<file path="src/rtl/systolic_feeder.sv">
// Weight/activation sequencer feeding a weight-stationary systolic array.
// Optional busy-cycle counter enabled by defining FEEDER_PERF_CNT_EN.
//
//   state  | meaning
//   IDLE   | waiting for start; sel held at 1
//   LOAD   | ACCU_NUM weight reads, bottom row first
//   STREAM | BN_NUM activation reads
//   DRAIN  | ACCU_NUM+BM_NUM+2 idle cycles so column accumulators fire once
module systolic_feeder #(
    parameter int BM_NUM   = 4,
    parameter int BN_NUM   = 4,
    parameter int ACCU_NUM = 5,
    parameter int BW_ACT   = 8,
    parameter int BW_WET   = 8,
    parameter int ADDR_W   = 10
) (
    input  logic                         clk,
    input  logic                         reset,
    input  logic                         start,
    input  logic [7:0]                   num_tiles,
    input  logic [ADDR_W-1:0]            wet_base,
    input  logic [ADDR_W-1:0]            act_base,
    output logic                         busy,
    output logic                         done,
    output logic                         wet_rd_en,
    output logic [ADDR_W-1:0]            wet_rd_addr,
    input  logic [BM_NUM*BW_WET-1:0]     wet_rd_data,
    output logic                         act_rd_en,
    output logic [ADDR_W-1:0]            act_rd_addr,
    input  logic [ACCU_NUM*BW_ACT-1:0]   act_rd_data,
    output logic [ACCU_NUM*BW_ACT-1:0]   PE_act_in,
    output logic [BM_NUM*BW_WET-1:0]     PE_wet_in,
    output logic                         PE_weight_partial_sel,
    output logic                         PE_clear_acc,
    output logic                         PE_mac_enable,
    output logic [31:0]                  perf_cycles
);

    localparam int DRAIN_N = ACCU_NUM + BM_NUM + 2;
    localparam int PH_MAX  = (ACCU_NUM > BN_NUM) ? ACCU_NUM : BN_NUM;
    localparam int CNT_MAX = (DRAIN_N > PH_MAX) ? DRAIN_N : PH_MAX;
    localparam int CNT_W   = $clog2(CNT_MAX + 1);

    typedef enum logic [1:0] {
        S_IDLE   = 2'd0,
        S_LOAD   = 2'd1,
        S_STREAM = 2'd2,
        S_DRAIN  = 2'd3
    } state_t;

    state_t             state, state_nxt;
    logic [CNT_W-1:0]   cnt, cnt_nxt;
    logic               accept;
    logic               tile_adv;
    logic               job_end;

    logic [7:0]         k_q;
    logic [7:0]         k_last_q;
    logic [ADDR_W-1:0]  wet_base_q;
    logic [ADDR_W-1:0]  act_base_q;
    logic [ADDR_W-1:0]  wet_off_q;
    logic [ADDR_W-1:0]  act_off_q;
    logic               ld_q;
    logic               st_q;
    logic               sel_q;
    logic               clr_q;
    logic               done_q;

    always_ff @(posedge clk) begin
        if (reset) begin
            state <= S_IDLE;
            cnt   <= '0;
        end else begin
            state <= state_nxt;
            cnt   <= cnt_nxt;
        end
    end

    // Phase timer is a down-counter; terminal count (0) ends each phase.
    always_comb begin
        state_nxt = state;
        cnt_nxt   = cnt;
        accept    = 1'b0;
        tile_adv  = 1'b0;
        job_end   = 1'b0;
        wet_rd_en = 1'b0;
        act_rd_en = 1'b0;
        case (state)
            S_IDLE: begin
                // done_q blocks a restart in the same cycle as the done pulse
                if (start && !done_q) begin
                    state_nxt = S_LOAD;
                    cnt_nxt   = CNT_W'(ACCU_NUM - 1);
                    accept    = 1'b1;
                end
            end
            S_LOAD: begin
                wet_rd_en = 1'b1;
                if (cnt == '0) begin
                    state_nxt = S_STREAM;
                    cnt_nxt   = CNT_W'(BN_NUM - 1);
                end else begin
                    cnt_nxt = cnt - 1'b1;
                end
            end
            S_STREAM: begin
                act_rd_en = 1'b1;
                if (cnt == '0) begin
                    state_nxt = S_DRAIN;
                    cnt_nxt   = CNT_W'(DRAIN_N - 1);
                end else begin
                    cnt_nxt = cnt - 1'b1;
                end
            end
            S_DRAIN: begin
                if (cnt == '0) begin
                    if (k_q == k_last_q) begin
                        state_nxt = S_IDLE;
                        job_end   = 1'b1;
                    end else begin
                        state_nxt = S_LOAD;
                        cnt_nxt   = CNT_W'(ACCU_NUM - 1);
                        tile_adv  = 1'b1;
                    end
                end else begin
                    cnt_nxt = cnt - 1'b1;
                end
            end
            default: begin
                state_nxt = S_IDLE;
                cnt_nxt   = '0;
            end
        endcase
    end

    always_ff @(posedge clk) begin
        if (reset) begin
            k_q        <= '0;
            k_last_q   <= '0;
            wet_base_q <= '0;
            act_base_q <= '0;
            wet_off_q  <= '0;
            act_off_q  <= '0;
            ld_q       <= 1'b0;
            st_q       <= 1'b0;
            sel_q      <= 1'b1;
            clr_q      <= 1'b0;
            done_q     <= 1'b0;
        end else begin
            if (accept) begin
                k_q        <= '0;
                k_last_q   <= (num_tiles == 8'd0) ? 8'd0 : num_tiles - 8'd1;
                wet_base_q <= wet_base;
                act_base_q <= act_base;
                wet_off_q  <= '0;
                act_off_q  <= '0;
            end else if (tile_adv) begin
                k_q       <= k_q + 8'd1;
                wet_off_q <= wet_off_q + ADDR_W'(ACCU_NUM);
                act_off_q <= act_off_q + ADDR_W'(BN_NUM);
            end
            ld_q   <= (state == S_LOAD);
            st_q   <= (state == S_STREAM);
            sel_q  <= (state == S_LOAD) || (state == S_IDLE);
            clr_q  <= (state == S_LOAD) && (k_q == 8'd0) && (cnt == CNT_W'(ACCU_NUM - 1));
            done_q <= job_end;
        end
    end

    // Counting cnt down from ACCU_NUM-1 reads the bottom weight row first.
    assign wet_rd_addr = wet_rd_en ? (wet_base_q + wet_off_q + ADDR_W'(cnt)) : '0;
    assign act_rd_addr = act_rd_en ? (act_base_q + act_off_q + ADDR_W'(BN_NUM - 1) - ADDR_W'(cnt)) : '0;

    assign busy                  = (state != S_IDLE);
    assign done                  = done_q;
    assign PE_wet_in             = ld_q ? wet_rd_data : '0;
    assign PE_act_in             = st_q ? act_rd_data : '0;
    assign PE_weight_partial_sel = sel_q || (state == S_IDLE);
    assign PE_clear_acc          = clr_q;
    assign PE_mac_enable         = busy || ld_q || st_q;

`ifdef FEEDER_PERF_CNT_EN
    logic [31:0] perf_q;

    always_ff @(posedge clk) begin
        if (reset) begin
            perf_q <= '0;
        end else if (accept) begin
            perf_q <= '0;
        end else if (busy && (perf_q != 32'hFFFF_FFFF)) begin
            perf_q <= perf_q + 32'd1;
        end
    end

    assign perf_cycles = perf_q;
`else
    assign perf_cycles = '0;
`endif

endmodule

</file>
<file path="config.mk">
export PLATFORM = sky130hd
export DESIGN_NAME = systolic_feeder
export DESIGN_NICKNAME = d
export VERILOG_FILES = /design/src/rtl/systolic_feeder.sv
export SDC_FILE = /design/constraint.sdc
export NUM_CORES = 1
export LEC_CHECK = 0
export CORE_MARGIN = 2
export CORE_UTILIZATION = 40
export DETAILED_ROUTE_END_ITERATION = 12
export PLACE_DENSITY = 0.91
export SLEW_MARGIN = 20
export SYNTH_ARGS = -nofsm -noshare
export SYNTH_HDL_FRONTEND = slang
export SYNTH_SLANG_ARGS = --single-unit
</file>
<file path="constraint.sdc">
create_clock -name clk -period 4 [get_ports clk]
set_input_delay 1.2 -clock clk [delete_from_list [all_inputs] [get_ports clk]]
set_output_delay 1.2 -clock clk [all_outputs]
set_load 0.005 [all_outputs]
</file>
-- After elaboration in Yosys (flattened, before gate mapping)
Index checks and enable logic that the tools add are counted.
- add/subtract/negate cells: 10
- equality and inequality tests: 10
- multiplexer cells: 25
- bitwise operators: 2
- reductions and logical operators: 17
- operators with widths (operator ; number):
    2-to-1 mux 40 bit ; 1
    2-to-1 mux 32 bit ; 1
    adder 10 bit ; 2
    adder 10 x 3 -> 10 bit (second input constant) ; 2
    2-to-1 mux 10 bit ; 2
    2-to-1 mux 4 bit ; 5
    zero test 8 bit ; 2
    one-hot mux 4 bit (4 select lines) ; 1
    adder 10 x 2 -> 10 bit (second input constant) ; 1
    adder 10 x 4 -> 10 bit ; 1
    subtractor 10 x 4 -> 10 bit ; 1
    2-to-1 mux 1 bit ; 9
    adder 8 x 1 -> 8 bit (second input constant) ; 1
    equality test 8 bit ; 1
    2-to-1 mux 2 bit ; 4
    2-to-1 mux 8 bit ; 1
    != test 2 bit (second input constant) ; 4
    one-hot mux 2 bit (4 select lines) ; 1
    subtractor 8 x 1 -> 8 bit (second input constant) ; 1
    equality test 2 bit (second input constant) ; 2
    equality test 4 x 3 -> 1 bit (second input constant) ; 1
    zero test 4 bit ; 1
    logical OR 1 bit ; 4
    AND reduction 4 bit ; 1
    11 further kinds ; 14
- flip-flop bits (word level): 67
- word-level logic and storage cells: 77

-- Longest topological paths before layout
Gate-level depths: netlist of run 1.
- word-level depth: 5
- depth in mapped cells: 12
- depth with buffers taken out: 12

-- Worst setup path after synthesis of run 1
Ideal clock, no wire load.
- kind: reg-to-output
- start point: register cnt[2]
- end point: output act_rd_addr[8]
- arrival: 2567 ps
- data required time: 2800 ps
- setup slack: 233 ps
- stages on the path, launching flop included: 11
- path through: dfxtp_1 > ha_1 > fa_1 > inv_1 > ha_1 > fa_1 > a21o_1 > a21o_1 > a21oi_1 > nand4b_1 > o311ai_0
- word-level cells in the longest chain between the ends: 2
- RTL lines (what ; RTL line ; text):
    start, declared ; 52 ; logic [CNT_W-1:0] cnt, cnt_nxt;
    start signal, assigned ; 75 ; cnt <= cnt_nxt;
    subtractor 10 x 4 -> 10 bit ; 172 ; assign act_rd_addr = act_rd_en ? (act_base_q + act_off_q + ADDR_W'(BN_NUM - 1) - ADDR_W'(cnt)) : '0;
    2-to-1 mux 10 bit ; 172 ;
    end, declared ; 29 ; output logic [ADDR_W-1:0] act_rd_addr,
Every way passes these cells.

-- Final worst setup path of run 1
- start point: register cnt[1]
- end point: output wet_rd_addr[9]
- word-level cells in the longest chain between the ends: 2
- RTL lines (what ; RTL line ; text):
    adder 10 x 4 -> 10 bit ; 171 ; assign wet_rd_addr = wet_rd_en ? (wet_base_q + wet_off_q + ADDR_W'(cnt)) : '0;
    2-to-1 mux 10 bit ; 171 ;
    end, declared ; 26 ; output logic [ADDR_W-1:0] wet_rd_addr,
Every way passes these cells.

==> metrics.csv, run 1 <==
metric,value,unit
clkLatencyLatePin,0.33,ns
ys.flop_type,dfxtp_1,
post-route-util,64.0,%
mostFrequentLayoutCells,"188 x clkdlybuf4s50_1, 81 x and2_1, 64 x nand2_1",
cts_hold_buf,0,
core.rowCount,40,
grt_pass1_wl,23900,µm
postLayoutSetupSlackWorst,-0.154,ns
critical_path_class,flop to primary output,
yosysSeqAreaShare,26.3,%
cp-start-kind,flop,
remaining_drc_errors,0,
ctsHtreeMaxLevel,3,
cts_root_buf,clkbuf_16,
antenna_found_initial,0,
status,"complete, but fails checks",
drive_gt1_share,12.8,%
syn_area_per_cell,7.98,µm²
rsz0062_at_grt,true,
hold_violations,0,
hold_start,act_base_q[7]$_SDFFE_PP0P_,
timing.rr.end,k_q[6]$_SDFFE_PP0P_,
slew_violations,0,
synth_top_area_share,26.3,%
drt_iter0_drc,314,
grt_pass1_vias,4932,
r2r_start,cnt[1]$_SDFFE_PP0P_,
p_leak,3.16,nW
yosysWarnings,0,
start_util,41.1,%
synthArstFlopShare,0,%
setup_viol,3,
cts_tree,yes,
clock.fmax,241,MHz
syn_to_final_growth,55.6,%
routed-via-count,5057,
ir_worst_vdd,0.224,mV
powerDensity,459,nW/µm²
hold_depth,2,
num-nets-final,1000,
skew,0.0102,ns
drt-pass1-iter-count,5,
min_period_over_period,104,%
synth_edf_count,0,
cap_viol_max_count,0,
finalCriticalPeriod,4.15,ns
grt_max_degree,42,
wl_per_cell,15.7,µm
path_clk_slew,0.06,ns
portBuffers,201,
synthesis.area,4940,µm²
antenna_cells,0,
io_pins,234,
antenna_left,0,
netlist_top_cells_area,"dfxtp_1 26%, ha_1 11%, and2_1 10%",
hp-class,flop to flop,
slew_headroom,47.7,%
critical_path_arrival,2.95,ns
cts_buffers,9,
die-area,13300,µm²
grt_usage,22.7,%
path_max_fanout,3,
hold-path-endpoint,act_base_q[7]$_SDFFE_PP0P_,
gr-total-overflow,0,
end_kind,primary output,
yosysTopAreaCell,dfxtp_1,
vias_per_cell,5.07,
postSynthCellCount,619,
clk_path_buf_depth,2,
dp_hpwl,11400,µm
layout_commonest_cell,clkdlybuf4s50_1,
clock_sinks,65,
r2r_setup_slack,1.68,ns
fp.dieH,115,µm
dp_cells,967,
die_w,115,µm
final_cells,997,
coreArea,12000,µm²
r2r_cells,7,
finalWeightedCongestion,0.875,
violations,setup timing,
drt-total-wl,15700,µm
worst_pin_slew,0.783,ns
yosysUniqueCellTypes,61,
required,2.80,ns
synth-seq-cells,65,
routing by layer:
layer	vias up	GRT usage [%]	routed length [µm]
li1	2465	-	-
met1	2329	26.8	6330
met2	224	40.1	7930
met3	39	3.64	973
met4	0	10.6	429
met5	-	0	0
critical path, cell delays in order (launching register included):
cell      delay, ns
dfxtp_4        0.36
fa_1           0.53
ha_4           0.19
fa_2           0.34
a21oi_2        0.18
buf_4          0.14
o21ai_4        0.05
a2111o_1       0.38
a211o_1        0.26
nand2_1        0.06
buf_2          0.11
area by class of cell:
cell class,count,area [µm²]
multi-input combinational,483,3420
clock inverter,3,40.0
fill,993,4330
inverter,43,161
clock buffer,13,250
timing repair buffer,243,2320
sequential,65,1310
tap,147,184
cells in the mapped netlist (all sizes together), types with 6 or more instances:
| master | count |
|---|---|
| a21oi | 41 |
| and2 | 81 |
| buf | 40 |
| clkbuf | 19 |
| dfxtp | 65 |
| fa | 8 |
| ha | 44 |
| inv | 43 |
| mux2i | 6 |
| nand2 | 64 |
| nand3 | 6 |
| nand4 | 9 |
| nor2 | 51 |
| nor3 | 7 |
| o21ai | 22 |
| or3 | 9 |
| xnor2 | 26 |
| xor2 | 9 |
worst max-delay path by stage:
stage | from | endpoint | slack (ns)
after floorplan | cnt[2]$_SDFFE_PP0P_ | act_rd_addr[8] | 0.23
after global placement | act_base_q[2]$_SDFFE_PP0P_ | act_rd_addr[8] | -0.27
after detailed placement | act_base_q[2]$_SDFFE_PP0P_ | act_rd_addr[8] | -0.31
after CTS | wet_off_q[1]$_SDFFE_PP0P_ | wet_rd_addr[9] | -0.14
after global routing | cnt[1]$_SDFFE_PP0P_ | wet_rd_addr[9] | -0.28
final | cnt[1]$_SDFFE_PP0P_ | wet_rd_addr[9] | -0.15
metrics by stage:
step | hold slack [ns] | TNS [ns] | total power, mW | instance area, µm² | worst slack (ns)
2_1_floorplan | 0.436 | 0 | 1.80 | 5060 | 0.233
5_1_grt | 0.469 | -0.724 | 3.74 | 7690 | -0.280
4_1_cts | 0.454 | -0.178 | 3.42 | 7580 | -0.139
3_3_place_gp | 0.444 | -0.831 | 2.48 | 7100 | -0.266
3_5_place_dp | 0.447 | -1.05 | 2.53 | 7100 | -0.309
6_report | 0.455 | -0.246 | 3.53 | 7690 | -0.154
sequential cells by signal (all words and copies together) (netlist names):
signal	flops
PE_clear_acc	1
act_base_q	10
act_off_q	8
cnt	4
done	1
k_last_q	8
k_q	8
ld_q	1
sel_q	1
st_q	1
state	2
wet_base_q	10
wet_off_q	10
report_power, final:
group          total (mW)  switching (mW)  internal, mW
clock               0.779           0.281         0.498
sequential          0.820          0.0801         0.739
combinational        1.93           0.970         0.957
logic make-up (layout without fill, tap and decap cells):
| kind of cell | after synthesis | count (layout) | share of synthesized area, % |
|---|---|---|---|
| DFF | 65 | 65 | 26.3 |
| buffers and inverters | 102 | 302 | 10.9 |
| AOI/OAI and AO/OA | 108 | 108 | 14.7 |
| muxes | 7 | 7 | 1.44 |
| xor gates and xnor gates | 35 | 35 | 6.20 |
| adders and majority gates | 52 | 52 | 14.4 |
| other | 1 | 32 | 0.0759 |
| and+or+nand+nor | 249 | 249 | 25.9 |
repair_timing:
item,in CTS,in global routing
pin swaps,23,10
setup buffers,12,4
endpoints found under the hold margin,0,0
setup endpoints to repair,12,12
resized for setup,63,18
(Power assumes the default switching activity.)
==> run 2: changes to the inputs <==
CORE_UTILIZATION = 30   (was 40)
PLACE_DENSITY = 0.74   (was 0.91)
==> run 2 against run 1 <==
The flow still finishes with violations (setup timing); worst hold slack better by 0.0034 ns; sequential cell count stayed put; critical path depth is 1 lower; routed wire length is 4.9% lower; core utilization is 16 points lower; register-to-register slack better by 0.07 ns; first-iteration DRC count is 25% lower; worst setup slack better by 0.095 ns; fmax is 2.3% higher; sequential power hardly changed; die area is 32% higher.
==> metrics.csv, run 2 (synthesized netlist as in run 1, its figures left out) <==
metric,value,unit,change
final_cell_area,7740,µm²,+0.73%
status,"complete, but fails checks",,
drt_iter0_drc,235,,-25%
gr-total-overflow,0,,unchanged
critical_path_class,flop to primary output,,
rsz0062_at_grt,true,,
grt_usage,16.4,%,-6.3 points
power_switching_share,36.1,%,-1.7 points
antenna_found_initial,0,,unchanged
hold_violations,0,,unchanged
remaining_drc_errors,0,,unchanged
syn_to_final_growth,56.7,%,
portBuffers,201,,unchanged
slew_headroom,47.3,%,-0.47 points
grt_max_degree,42,,unchanged
grt_pass1_vias,4468,,-9.4%
antenna_left,0,,unchanged
clk_path_buf_depth,2,,unchanged
cpPeakStageDelay,0.51,ns,-0.02 ns
path_cells,fa_1 > ha_4 > fa_2 > a21oi_4 > o21ai_2 > a2111o_1 > a211o_1 > nand2_1 > buf_2,,
die_w,132,µm,+15%
cts_buffers,9,,unchanged
finalCriticalPeriod,4.06,ns,-0.0953 ns
reg_top3,"act_base_q: 10 flops, wet_base_q: 10 flops, wet_off_q: 10 flops",,
violations,setup timing,,
clock.fmax,246,MHz,+2.3%
powerDensity,460,nW/µm²,+0.23%
crit_family,adder cells,,
routed-via-count,4870,,-3.7%
hold_ws,0.458,ns,+0.00344 ns
postLayoutSetupSlackWorst,-0.0592,ns,+0.0953 ns
p_switching,1.28,mW,-3.6%
r2r_setup_slack,1.75,ns,+0.07 ns
required,2.80,ns,about the same
clock_sinks,65,,unchanged
worst_pin_slew,0.790,ns,+0.00706 ns
fp.dieH,132,µm,+15%
mostFrequentLayoutCells,"189 x clkdlybuf4s50_1, 81 x and2_1, 64 x nand2_1",,
cts_root_buf,clkbuf_16,,
io_pins,234,,unchanged
drt-pass1-iter-count,5,,unchanged
slew_violations,0,,unchanged
post-route-util,48.4,%,-16 points
die-area,17500,µm²,+32%
coreArea,16000,µm²,+33%
power,3.56,mW,+0.97%
grt_pass1_wl,23400,µm,-2.0%
hp-class,flop to flop,,
skew,0.00794,ns,-0.00228 ns
dpl-instance-area,7190,µm²,+1.3%
cp-start-kind,flop,,
antenna_cells,0,,unchanged
internal-power,2.28,mW,+3.7%
pwr-share-clk,24.1,%,+2.0 points
drive_gt1_share,12.6,%,-0.18 points
num-nets-final,996,,-0.40%
pwr-share-seq,23.0,%,-0.2 points
drt-total-wl,14900,µm,-4.9%
path_clk_slew,0.05,ns,about the same
cp.buffers_inverters,1,,-1
layout_commonest_cell,clkdlybuf4s50_1,,
start_util,30.9,%,-10 points
ir_worst_vdd,0.223,mV,-0.24%
core.rowCount,46,,+15%
cts_tree,yes,,
p_leak,3.13,nW,-0.92%
post-place-ws,-0.350,ns,-0.0404 ns
cap_viol_max_count,0,,unchanged
dp_hpwl,11700,µm,+2.5%
min_period_over_period,101,%,-2.4 points
ctsHtreeMaxLevel,3,,unchanged
setup_viol,2,,-1
finalWeightedCongestion,0.803,,-8.2%
critical_path_arrival,2.86,ns,-0.09 ns
vias_per_cell,4.59,,-9.6%
clkLatencyLatePin,0.33,ns,about the same
path_max_fanout,2,,-1
cp_slowest_cell,fa_1,,
comb_power_share,52.8,%,-1.9 points
wl_per_cell,14.0,µm,-11%
end_kind,primary output,,
[run 2: per-stage QoR]
stage / setup TNS, ns / std cells
6_report: -0.0934 / 1062
5_1_grt: -0.458 / 1062
4_1_cts: -0.182 / 1059
3_5_place_dp: -1.05 / 1038
3_3_place_gp: -0.893 / 1038
2_1_floorplan: 0 / 650
[run 2: cell type report]
type                    count  area (µm²)
repair buffers            239        2280
clock inverters             5        77.6
well taps                 216         270
inverters                  43         161
flip-flops and latches     65        1310
multi-input cells         483        3390
fillers                  1552        8260
clock buffers              11         253
[run 2: routing by layer]
layer	GRT usage, %	up-vias	share of wire [%]
met5	0	-	0
met4	5.26	0	2.0
met3	3.23	27	5.6
met2	28.3	155	49
met1	20.4	2234	44
li1	-	2454	-
[run 2: power by group through the flow]
| stage | Clock, mW | Sequential, mW | Combinational (mW) |
|---|---|---|---|
| after floorplan | 0 | 0.810 | 0.990 |
| after global placement | 0 | 0.821 | 1.69 |
| after detailed placement | 0 | 0.826 | 1.71 |
| after CTS | 0.872 | 0.818 | 1.80 |
| after global routing | 0.904 | 0.833 | 2.07 |
| final | 0.859 | 0.819 | 1.88 |
[run 2: timing repair]
item                       CTS  global route
gates resized for setup     57            17
pin swaps                   20            11
hold buffers                 0             0
setup endpoints to repair   12            10
buffers inserted             5             3
[run 2: worst paths after layout]
kind	start	cells past startpoint	endpoint
max	wet_off_q[1]$_SDFFE_PP0P_	9	wet_rd_addr[9]
min	act_base_q[8]$_SDFFE_PP0P_	2	act_base_q[8]$_SDFFE_PP0P_
max reg2reg	cnt[3]$_SDFFE_PP0P_	6	k_q[2]$_SDFFE_PP0P_
min reg2reg	act_base_q[8]$_SDFFE_PP0P_	2	act_base_q[8]$_SDFFE_PP0P_
[run 2: worst reg2reg max path: cells and delay by family (launching register included)]
kind | cells | cell delay [ns]
compound gates | 3 | 1.02
buf+inv | 1 | 0.16
flops | 1 | 0.32
simple gates | 2 | 0.64
==> run 3: changes to the inputs <==
SKIP_CTS_REPAIR_TIMING = 1   (was not set)
==> run 3 against run 2 <==
The flow still finishes with violations (setup timing); sequential share of layout area barely moved; highest routed layer unchanged; largest power group unchanged; core utilization down 0.16 points; total power down 2.0%.
==> metrics.csv, run 3 (synthesized netlist as in run 1, its figures left out) <==
metric,value,unit,change
drt-total-wl,14700,µm,-1.4%
cp_slowest_cell,fa_1,,
clock_sinks,65,,unchanged
finalWeightedCongestion,0.803,,unchanged
portBuffers,201,,unchanged
powerDensity,452,nW/µm²,-1.6%
mostFrequentLayoutCells,"189 x clkdlybuf4s50_1, 81 x and2_1, 64 x nand2_1",,
slew_violations,0,,unchanged
ir_worst_vdd,0.230,mV,+2.9%
drt-pass1-iter-count,4,,-1
wl_per_cell,13.9,µm,-1.2%
postLayoutSetupSlackWorst,-0.0725,ns,-0.0132 ns
remaining_drc_errors,0,,unchanged
setup_viol,3,,+1
clkLatencyLatePin,0.33,ns,about the same
hp-class,flop to flop,,
grt_pass1_vias,4425,,-0.96%
syn_to_final_growth,56.2,%,
antenna_cells,0,,unchanged
cts_buffers,9,,unchanged
cp-start-kind,flop,,
gr-total-overflow,0,,unchanged
violations,setup timing,,
fp.dieH,132,µm,unchanged
timing.setup.tns,-0.160,ns,-0.0661 ns
num-nets-final,994,,-0.20%
skew,0.00713,ns,-0.000816 ns
routed-via-count,4852,,-0.37%
worst_pin_slew,0.788,ns,-0.00158 ns
core.rowCount,46,,unchanged
grt_max_degree,42,,unchanged
die-area,17500,µm²,unchanged
status,"complete, but fails checks",,
p_leak,3.19,nW,+1.8%
die_w,132,µm,unchanged
required,2.80,ns,about the same
grt_usage,16.2,%,-0.18 points
grt_pass1_wl,23200,µm,-1.2%
layout_commonest_cell,clkdlybuf4s50_1,,
antenna_found_initial,0,,unchanged
cpPeakStageDelay,0.49,ns,-0.02 ns
end_kind,primary output,,
clock.fmax,246,MHz,-0.33%
reg_top3,"act_base_q: 10 flops, wet_base_q: 10 flops, wet_off_q: 10 flops",,
coreArea,16000,µm²,unchanged
cap_viol_max_count,0,,unchanged
hold_violations,0,,unchanged
path_cells,inv_2 > ha_4 > fa_1 > inv_2 > ha_4 > fa_2 > a21o_1 > a21o_1 > a21oi_2 > nand4b_1 > o311ai_1 > buf_2,,
cts_tree,yes,,
dp_hpwl,11700,µm,unchanged
rsz0062_at_grt,true,,
critical_path_arrival,2.87,ns,about the same
drive_gt1_share,11.7,%,-0.92 points
drt_iter0_drc,224,,-4.7%
hold_ws,0.458,ns,+0.00000500 ns
r2r_setup_slack,1.77,ns,+0.02 ns
vias_per_cell,4.58,,-0.18%
antenna_left,0,,unchanged
start_util,30.9,%,unchanged
cts_root_buf,clkbuf_16,,
path_max_fanout,2,,unchanged
finalCriticalPeriod,4.07,ns,+0.0132 ns
clk_path_buf_depth,2,,unchanged
io_pins,234,,unchanged
slew_headroom,47.4,%,+0.11 points
critical_path_class,flop to primary output,,
min_period_over_period,102,%,+0.33 points
path_clk_slew,0.05,ns,about the same
ctsHtreeMaxLevel,3,,unchanged
==> run 3: changes by cell type in the layout (fill, tap and decap cells not counted), sizes merged <==
| cell | before | now |
|---|---|---|
| buf | 43 | 39 |
| clkbuf | 11 | 12 |
| clkdlybuf4s15 | 1 | 0 |
| dlygate4sd2 | 3 | 0 |
| dlymetal6s2s | 3 | 8 |
==> run 3: per-layer routing <==
metal | wire (µm) | GRT usage (%)
met1 | 6460 | 20.3
met2 | 7100 | 28.0
met3 | 894 | 3.19
met4 | 233 | 4.96
met5 | 0 | 0
==> run 3: critical path, delay by kind of cell, from the launching register on <==
kind,cells,cell delay [ns]
buffers and inverters,3,0.25
AO/OA/AOI/OAI,4,0.60
adder cells (fa/ha/maj),4,1.25
flip-flops,1,0.33
AND/OR/NAND/NOR,1,0.10
==> run 3: worst paths after layout <==
path                              start                          to  depth (start not counted)
min reg2reg  act_base_q[8]$_SDFFE_PP0P_  act_base_q[8]$_SDFFE_PP0P_                          2
min          act_base_q[8]$_SDFFE_PP0P_  act_base_q[8]$_SDFFE_PP0P_                          2
max          act_base_q[2]$_SDFFE_PP0P_              act_rd_addr[8]                         12
max reg2reg         cnt[3]$_SDFFE_PP0P_         k_q[2]$_SDFFE_PP0P_                          6
==> run 3: per-stage QoR <==
step	power, mW	cell area, µm²	cells	worst slack (ns)	utilization (%)
floorplan	1.80	5060	650	0.233	-
global placement	2.51	7190	1038	-0.313	44.9
detailed placement	2.54	7190	1038	-0.350	44.9
CTS	3.40	7520	1054	-0.687	47.0
global route	3.75	7720	1060	-0.193	48.2
finish	3.49	7720	1060	-0.0725	48.2
==> run 3: area by class of cell <==
type | instances | area, µm²
clock buffer | 11 | 253
timing repair buffer | 237 | 2290
inverter | 43 | 161
fill | 1551 | 8280
clock inverter | 5 | 77.6
tap | 216 | 270
sequential | 65 | 1310
multi-input combinational | 483 | 3360
==> run 3: where the power goes <==
part           leakage (nW)  internal, mW  switching [mW]
sequential            0.531         0.739          0.0789
combinational          2.50         0.925           0.893
clock                 0.162         0.577           0.277
total                  3.19          2.24            1.25
==> edit 1, RTL diff (config.mk and constraints of run 1) <==
`ACCU_NUM`: 5 -> 10.
--- a/src/rtl/systolic_feeder.sv
+++ b/src/rtl/systolic_feeder.sv
@@ -9,7 +9,7 @@
 module systolic_feeder #(
     parameter int BM_NUM   = 4,
     parameter int BN_NUM   = 4,
-    parameter int ACCU_NUM = 5,
+    parameter int ACCU_NUM = 10,
     parameter int BW_ACT   = 8,
     parameter int BW_WET   = 8,
     parameter int ADDR_W   = 10
Interface: changed (resized PE_act_in and act_rd_data); port bits go from 234 to 314. No check against the original RTL was run, so the function may have changed too.
==> edit 1 against run 1 <==
  * Routed wire length is 52% higher
  * Largest power group unchanged
  * The flow still finishes with violations (negative setup slack)
  * Setup slack improved by 83 ps
  * Global-route usage increased by 9.4 points
  * Power increased by 13%
  * Design area is 15% higher
  * Sequential power is 3.0% higher
  * Synthesized area grew 5.7%
  * Sequential cell count unchanged
==> edit 1: results <==
[outcome]
status = "finished with violations"
violations = "negative setup slack"

[global_routing]
grt_pass1_wl_mm = 34.1
antenna_found_initial = 14
grt.total_usage_pct = 32.0

[pwr]
ir_worst_vdd_mv = 0.255
leakagePower_uw = 0.00373

[worst_setup_path]
regToRegSetupSlack_ps = 1260
cpPeakStageDelay_ps = 480
worstPathArrival_ps = 2870
cp_max_fo = 2

[layout]
reg.largest.list = "act_base_q x10, wet_base_q x10, wet_off_q x9"
drive_above_1_share_pct = 12.4

[placement]
post_dp_cell_area_sq_um = 8240
hpwl_mm = 18.4

[synth]
synth_seq_area_share_pct = 24.9
synth_common_cells = "and2_1, nand2_1, dfxtp_1"
ys_types = 53
synthTopCellsByArea = "dfxtp_1, and2_1, ha_1"

[timing]
setup_viol = 3
maxSlewHeadroom_pct = 43.2
fin_ws_ps = -71.7
skew_ps = 9.09
fin_hold_ws_ps = 458

[routing]
wl_mm = 23.8

[clocking]
postCtsSetupRepairBufs = 9
edit 1: path summary, 6_finish.rpt:
| kind | endpoint | cells after the start | start |
|---|---|---|---|
| min reg2reg | act_base_q[5] | 2 | act_base_q[5] |
| max reg2reg | k_q[6] | 10 | cnt[1] |
| max | act_rd_addr[8] | 11 | cnt[2] |
| min | act_base_q[5] | 2 | act_base_q[5] |
edit 1: routing by layer:
layer / vias up / routed length [microns] / part of all wire [%] / global-route usage, %
met5: - / 60 / 0.25 / 0
met4: 10 / 937 / 3.9 / 13.5
met2: 447 / 11200 / 47 / 52.6
met1: 2916 / 8810 / 37 / 37.8
li1: 2772 / - / - / -
met3: 99 / 2880 / 12 / 11.3
edit 1: layout make-up:
class	instances	area [sq um]
fillers	944	3800
repair buffers	326	3120
diodes	7	17.5
flip-flops and latches	65	1310
clock buffers	14	264
inverters	43	161
well taps	172	215
multi-input cells	524	3720
clock inverters	2	60.1
edit 1: kinds of logic after synthesis:
group / share of synthesized area [%]
AO/OA/AOI/OAI: 12.7
XOR/XNOR: 5.70
adder cells (fa/ha/maj): 14.2
buffers and inverters: 10.3
flip-flops: 24.9
multiplexers: 1.94
other: 0.0718
AND/OR/NAND/NOR: 30.2
edit 1: where the power goes:
group	switching (uW)	internal, uW
logic	1110	1150
registers	104	741
clock network	291	581
total	1500	2470
edit 1: per-stage QoR:
stage          util, %  instances  TNS [ps]  worst slack, ps
6_report          70.0       1153      -182            -71.7
5_1_grt           70.0       1149      -500             -144
4_1_cts           69.2       1143      -187             -106
3_5_place_dp      65.0       1118     -1020             -362
3_3_place_gp      65.0       1118      -700             -265
2_1_floorplan        -        697         0              160
edit 1: worst min-delay path: stages, from the launching register on:
cell,delay [ps]
dfxtp_1,310
nand2_1,50
a21oi_1,50
==> edit 2, RTL diff (config.mk and constraints of run 1) <==
Made on the original files. Put a register stage on the outputs `wet_rd_addr`, `act_rd_addr`, `PE_act_in`, `PE_wet_in`, `PE_weight_partial_sel` and `PE_mac_enable`, cleared by the reset. The values now appear one clock later. The other outputs are not delayed to match.
--- a/src/rtl/systolic_feeder.sv
+++ b/src/rtl/systolic_feeder.sv
@@ -168,16 +168,27 @@
     end
 
     // Counting cnt down from ACCU_NUM-1 reads the bottom weight row first.
-    assign wet_rd_addr = wet_rd_en ? (wet_base_q + wet_off_q + ADDR_W'(cnt)) : '0;
-    assign act_rd_addr = act_rd_en ? (act_base_q + act_off_q + ADDR_W'(BN_NUM - 1) - ADDR_W'(cnt)) : '0;
 
     assign busy                  = (state != S_IDLE);
     assign done                  = done_q;
-    assign PE_wet_in             = ld_q ? wet_rd_data : '0;
-    assign PE_act_in             = st_q ? act_rd_data : '0;
-    assign PE_weight_partial_sel = sel_q || (state == S_IDLE);
     assign PE_clear_acc          = clr_q;
-    assign PE_mac_enable         = busy || ld_q || st_q;
+    always_ff @(posedge clk) begin
+        if (reset) begin
+            wet_rd_addr           <= '0;
+            act_rd_addr           <= '0;
+            PE_act_in             <= '0;
+            PE_wet_in             <= '0;
+            PE_weight_partial_sel <= '0;
+            PE_mac_enable         <= '0;
+        end else begin
+            wet_rd_addr           <= wet_rd_en ? (wet_base_q + wet_off_q + ADDR_W'(cnt)) : '0;
+            act_rd_addr           <= act_rd_en ? (act_base_q + act_off_q + ADDR_W'(BN_NUM - 1) - ADDR_W'(cnt)) : '0;
+            PE_act_in             <= st_q ? act_rd_data : '0;
+            PE_wet_in             <= ld_q ? wet_rd_data : '0;
+            PE_weight_partial_sel <= sel_q || (state == S_IDLE);
+            PE_mac_enable         <= busy || ld_q || st_q;
+        end
+    end
 
 `ifdef FEEDER_PERF_CNT_EN
     logic [31:0] perf_q;
Function: changed (a bounded check fails within 4 cycles, from zero or initial values and one cycle with reset high).
==> edit 2 against run 1 <==
  * Design area is 25% higher
  * Critical path depth decreased by 1
  * Clock power increased by 110%
  * Maximum frequency up 33%
  * Synthesized area grew 39%
  * Routed wire length rose by 12%
  * Setup slack improved by 1000 ps
  * Global-route usage shrank 3.4 points
  * Sequential cell count is 94 higher
  * Final cell count rose by 17%
  * Power rose by 37%
  * Critical path type is now flip-flop to flip-flop
  * Largest cell class unchanged
  * Highest routed layer unchanged
==> edit 2: results <==
[timing]
fmax_mhz = 319

[worst_setup_path]
reg2reg_depth = 9
worstPathArrival_ps = 3470
cp_max_fo = 6
slowest_stage = "a2111oi_0"
crit_path_end_kind = "flip-flop"
critPathLaunch = "cnt[3]"
r2r-end = "act_rd_addr[9]"

[routing]
first_iter_violations = 280
wl_mm = 17.6

[synth]
synth-compound-area-share_pct = 9.97
synth_seq_area_share_pct = 46.4
ys_types = 54
synthTopCellsByArea = "dfxtp_1, ha_1, and2_1"
yosys.area_share.xor_xnor_pct = 4.21
synth_fa_ha_area_share_pct = 10.5

[layout]
drive_above_1_share_pct = 6.12
reg.largest.list = "PE_act_in x40, PE_wet_in x32"

[clocking]
ctsHtreeMaxLevel = 4
cts_inserted_buffers = 17
cts-resized-gates = 0
insertion_delay_ps = 430

[outcome]
status = "finished clean"

[global_routing]
grt_pass1_vias = 5454
grt_pass1_wl_mm = 27.0
grt_max_degree = 41

[pwr]
leakagePower_uw = 0.00393

[placement]
hpwl_mm = 13.3
dp.cells = 1135
[edit 2: cell types whose count changed after synthesis, sizes merged, moves of 5 or more]
cell    delta
a211oi     +5
dfxtp     +94
nand2      +9
xnor2      -6
nor2       -8
nor4       +5
inv        +5
[edit 2: cell families (layout without fill, tap and decap cells)]
| group | Yosys count | after routing |
|---|---|---|
| DFF | 159 | 159 |
| buffers and inverters | 107 | 292 |
| and+or+nand+nor | 263 | 263 |
| muxes | 7 | 7 |
| AOI/OAI and AO/OA | 108 | 108 |
| adders and majority gates | 53 | 53 |
| xor gates and xnor gates | 33 | 33 |
| other | 1 | 33 |
[edit 2: worst min-delay path by stage]
stage,to,slack [ps],depth (start not counted)
2_1_floorplan,PE_weight_partial_sel,410,2
3_3_place_gp,PE_weight_partial_sel,430,2
3_5_place_dp,PE_weight_partial_sel,430,2
4_1_cts,PE_weight_partial_sel,450,2
5_1_grt,act_base_q[4],490,2
6_report,PE_weight_partial_sel,440,2
[edit 2: cell type report]
type,instances,area (sq um)
repair buffers,211,2090
diodes,1,2.50
well taps,220,275
clock buffers,18,439
clock inverters,14,173
fillers,1431,7080
inverters,49,184
flip-flops and latches,159,3180
multi-input cells,496,3280
[edit 2: layer usage]
layer / up-vias / share of wire (%) / track usage (%)
li1: 2768 / - / -
met4: 0 / 2.5 / 8.28
met5: - / 0 / 0
met1: 2582 / 37 / 20.2
met3: 29 / 7.3 / 4.69
met2: 254 / 54 / 36.3
[edit 2: tightest hold or removal path, cell delays in order, from the launching register on]
cell     delay, ps
dfxtp_1        310
nor2_1          30
nor2_1          70
[edit 2: report_power, final]
part,switching (uW),internal [uW]
registers,98.0,1740
logic,705,615
clock network,700,960
total,1500,3310
